===== src/rtl/audio_upsampler.sv =====
// Sample-rate upsampler: 2-entry input FIFO feeding a per-segment linear ramp (or zero-order hold).
// Define UPSAMPLER_LINEAR_EN for linear interpolation; the default build holds each sample for a segment.
module audio_upsampler #(
  parameter int PERIOD_LOG2 = 11
) (
  input  logic               clk,
  input  logic               rst_n,
  input  logic signed [15:0] sample_in,
  input  logic               sample_valid,
  output logic               sample_ready,
  output logic signed [15:0] current_sample,
  output logic               sample_req,
  output logic        [7:0]  underrun_count
);

  localparam int ACC_W = 16 + PERIOD_LOG2;
  localparam logic [PERIOD_LOG2-1:0] PHASE_MAX = '1;

  typedef enum logic [1:0] {IDLE, RUN, STARVE} state_t;

  logic        [1:0]             count;
  logic signed [15:0]            fifo_mem [2];
  logic        [PERIOD_LOG2-1:0] phase;
  logic signed [15:0]            s1;
  logic signed [ACC_W-1:0]       acc;
  state_t                        state;
  logic                          boundary;
  logic                          push;
  logic                          pop;

`ifdef UPSAMPLER_LINEAR_EN
  logic signed [15:0] s0;
  logic signed [16:0] delta;

  // delta is derived from the registered endpoints, so it is valid on the first edge after a boundary
  assign delta = {s1[15], s1} - {s0[15], s0};

  function automatic logic signed [ACC_W-1:0] sext_delta(input logic signed [16:0] d);
    return {{(ACC_W-17){d[16]}}, d};
  endfunction
`endif

  function automatic logic signed [ACC_W-1:0] scale_up(input logic signed [15:0] s);
    return {s, {PERIOD_LOG2{1'b0}}};
  endfunction

  function automatic logic [7:0] sat_inc(input logic [7:0] v);
    return (v == 8'hFF) ? v : v + 8'd1;
  endfunction

  assign boundary       = (phase == PHASE_MAX);
  assign sample_ready   = (count < 2'd2);
  assign push           = sample_valid && sample_ready;
  assign pop            = boundary && (count != 2'd0);
  assign current_sample = acc[ACC_W-1:PERIOD_LOG2];

  // FIFO storage: data only, occupancy lives in count
  always_ff @(posedge clk) begin
    if (pop) begin
      fifo_mem[0] <= push ? sample_in : fifo_mem[1];
    end else if (push) begin
      fifo_mem[count[0]] <= sample_in;
    end
  end

  always_ff @(posedge clk or negedge rst_n) begin
    if (!rst_n) begin
      count          <= 2'd0;
      phase          <= '0;
      s1             <= '0;
      acc            <= '0;
      state          <= IDLE;
      sample_req     <= 1'b0;
      underrun_count <= 8'd0;
`ifdef UPSAMPLER_LINEAR_EN
      s0             <= '0;
`endif
    end else begin
      phase      <= phase + 1'b1;
      sample_req <= boundary;

      case ({push, pop})
        2'b10:   count <= count + 2'd1;
        2'b01:   count <= count - 2'd1;
        default: count <= count;
      endcase

      // segment boundary: reload the accumulator and fetch the next endpoint
      if (boundary) begin
`ifdef UPSAMPLER_LINEAR_EN
        s0  <= s1;
        acc <= scale_up(s1);
`else
        acc <= scale_up(pop ? fifo_mem[0] : s1);
`endif
        if (pop) begin
          s1    <= fifo_mem[0];
          state <= RUN;
        end else if (state != IDLE) begin
          state          <= STARVE;
          underrun_count <= sat_inc(underrun_count);
        end
      end
`ifdef UPSAMPLER_LINEAR_EN
      else begin
        acc <= acc + sext_delta(delta);
      end
`endif
    end
  end

endmodule


===== config.mk =====
export PLATFORM = sky130hd
export DESIGN_NAME = audio_upsampler
export DESIGN_NICKNAME = d
export VERILOG_FILES = /design/src/rtl/audio_upsampler.sv
export SDC_FILE = /design/constraint.sdc
export NUM_CORES = 1
export LEC_CHECK = 0
export BUFFER_PORTS_ARGS = -buffer_cell sky130_fd_sc_hd__buf_2
export CAP_MARGIN = 20
export CORE_AREA = 2 2 92 116
export DETAILED_ROUTE_END_ITERATION = 8
export DIE_AREA = 0 0 94 118
export GPL_TIMING_DRIVEN = 0
export PLACE_DENSITY = 0.51
export SLEW_MARGIN = 5
export SYNTH_ARGS = -nofsm -noshare
export SYNTH_HDL_FRONTEND = slang
export SYNTH_SLANG_ARGS = --single-unit

===== constraint.sdc =====
create_clock -name clk -period 3.9 [get_ports clk]
set_input_delay 0.39 -clock clk [delete_from_list [all_inputs] [get_ports clk]]
set_output_delay 0.39 -clock clk [all_outputs]
set_load 0.01 [all_outputs]

==> flow_metrics.tcl <==
set metrics [dict create \
    drv_cap 0 \
    antenna_found_initial 0 \
    first_pass_iters 4 \
    hold_violations 0 \
    power_density_nw_per_um2 453 \
    ff2ff_path_depth 11 \
    ctsLongestPathBuffers 2 \
    cts_tree "done" \
    synth_area_leaders "dfrtp_1, edfxtp_1, mux2_2" \
    synth_common_cells "dfrtp_1, edfxtp_1, mux2_2" \
    path_clk_slew_ns 0.06 \
    die-area_sq_um 11100 \
    p_leak_nw 1.66 \
    critPathCaptureType "flop" \
    r2r_end "fifo_mem[1][10]$_DFFE_PP_" \
    hold_path.class "primary input to async pin" \
    clkLatencyLatePin_ns 0.33 \
    ant_nets 0 \
    vdd_drop_max_mv 0.205 \
    grt_pass1_vias 1719 \
    synth_edf_count 32 \
    area_growth_pct 25.5 \
    tns_ns 0 \
    seq_area_frac_synth_pct 66.6 \
    cts_hold_buffers 0 \
    die_w_um 94 \
    fin_crit_sh_pct 88.7 \
    ios 45 \
    synth_warnings 0 \
    whs_ns 0.0344 \
    clock_sinks 72 \
    fin_skew_ns 0.00598 \
    yosysTopAreaCellShare_pct 34.0 \
    grt_max_degree 41 \
    wl_um 5390 \
    avgSynthCellArea_sq_um 16.1 \
    max_freq_ghz 0.289 \
    ys_types 31 \
    crit_path_start_kind "flop" \
    layout_min_cycle_time_ns 3.46 \
    drive_gt1_share_pct 45.1 \
    synth_ff_type "dfrtp_1" \
    drt_iter0_markers 48 \
    ys_ff_latch 72 \
    nNetsFinal 264 \
    h-tree-depth 3 \
    async_flop_share_pct 55.6 \
    dr_total_vias 1635 \
    rr_startpoint "phase[0]$_DFF_PN0_" \
    synth_nets 206 \
    synth_top_area_cell "dfrtp_1" \
    fp.dieH_um 118 \
    synth_cells 183 \
    postCtsResizedCells 0 \
    post-cts-setup-buffers 0 \
    path_class "flop to flop" \
    tightest_slew_ns 0.675 \
    groute.usage.overall_pct 10.5 \
    arrival_ns 3.54 \
    route.detailed.drc 0 \
    crit_fanout 10 \
    via_per_inst 4.36 \
    start_util_pct 29.5 \
    yosysMostFrequentCell "dfrtp_1" \
    rrSetupSlack_ns 0.44 \
    status "finished clean" \
    grt-ovfl-total 0 \
    diodes 0 \
    rsz0062_at_grt "false" \
    drv_slew 0 \
    cp.required_ns 3.98 \
    fill_cells 973 \
    setup_viol 0 \
    port_buffers 44 \
    routedWlPerCell_um 14.4 \
    max-slew-margin-rel_pct 54.1 \
    syn_area_sq_um 2950 \
    hpwl_um 3590 \
    core_sq_um 10000 \
    grt_pass1_wl_um 8810 \
    gp_congestion 0.687 \
    cts_made_buffers 9 \
    num_rows 41 \
    root_buffer "clkbuf_16" \
]
worst max path at each step:
stage / from / endpoint / slack (ns)
floorplan: phase[0]$_DFF_PN0_ / fifo_mem[0][0]$_DFFE_PP_ / 1.0
global placement: phase[0]$_DFF_PN0_ / fifo_mem[0][11]$_DFFE_PP_ / 0.11
detailed placement: phase[0]$_DFF_PN0_ / fifo_mem[0][10]$_DFFE_PP_ / 0.35
CTS: phase[0]$_DFF_PN0_ / fifo_mem[0][5]$_DFFE_PP_ / 0.34
global route: phase[0]$_DFF_PN0_ / fifo_mem[1][5]$_DFFE_PP_ / 0.19
finish: phase[0]$_DFF_PN0_ / fifo_mem[1][10]$_DFFE_PP_ / 0.44
worst max-delay path, cell delays in order, from the launching register on:
cell	delay, ns
dfrtp_1	0.38
ha_1	0.21
nand3_2	0.16
nor3_2	0.24
nand3_4	0.16
nor2_8	0.25
buf_12	0.19
inv_2	0.06
ha_1	0.22
nor2_1	0.54
buf_2	0.39
mux2_2	0.38
state kept, by name (all words and copies together) (netlist names):
signal          cells
count               2
s1                 16
phase              11
fifo_mem           32
state               2
underrun_count      8
sample_req          1
cell families after synthesis:
logic type,share of synthesized area [%]
adders and majority gates,1.70
muxes,14.6
and+or+nand+nor,9.94
buffers and inverters,1.61
AOI/OAI and AO/OA,0.807
DFF,66.6
xor gates and xnor gates,4.76
final cells by class:
class / instances / area [sq um] / share of cell area, %
tap: 129 / 161 / 4.36
multi-input combinational: 103 / 945 / 25.5
sequential: 72 / 1960 / 53.0
clock buffer: 10 / 229 / 6.19
timing repair buffer: 47 / 270 / 7.31
buffer: 2 / 25.0 / 0.677
inverter: 6 / 22.5 / 0.609
clock inverter: 6 / 83.8 / 2.27
routing by layer:
layer / track usage (%) / up-vias / routed length, um
met3: 3.27 / 7 / 238
met2: 17.3 / 34 / 2700
met1: 12.6 / 815 / 2350
met4: 4.62 / 0 / 95
li1: - / 779 / -
met5: 0 / - / 0
cell usage in the layout (no fill, tap or decap), types with 2 or more instances in the layout:
cell	instances
mux2_2	28
nand3_2	2
nand3_1	5
and3_1	4
ha_1	4
xor2_1	6
dfrtp_1	40
nor2_1	7
bufinv_16	2
clkbuf_16	9
buf_6	2
nand2b_1	2
inv_1	5
mux2_4	7
buf_2	45
xnor2_1	10
nand4_1	4
nand2_1	8
edfxtp_1	32
and4_1	2
a21oi_1	2
clkinv_2	3
metrics by stage:
step                      setup WS [ns]  std cells  total power [mW]  area (sq um)  util (%)
after floorplan                   0.997        183             0.805          2950         -
after global placement            0.108        356             0.823          3330      33.3
after detailed placement          0.348        358             0.824          3360      33.6
after CTS                         0.338        374              1.70          3670      36.7
after global routing              0.191        375              1.73          3700      37.0
final                             0.440        375              1.67          3700      37.0
report_power, final:
group	switching (mW)	internal (mW)	total, mW
clock network	0.306	0.557	0.863
registers	0.00124	0.788	0.789
logic	0.0117	0.00999	0.0217
(Power assumes the default switching activity.)
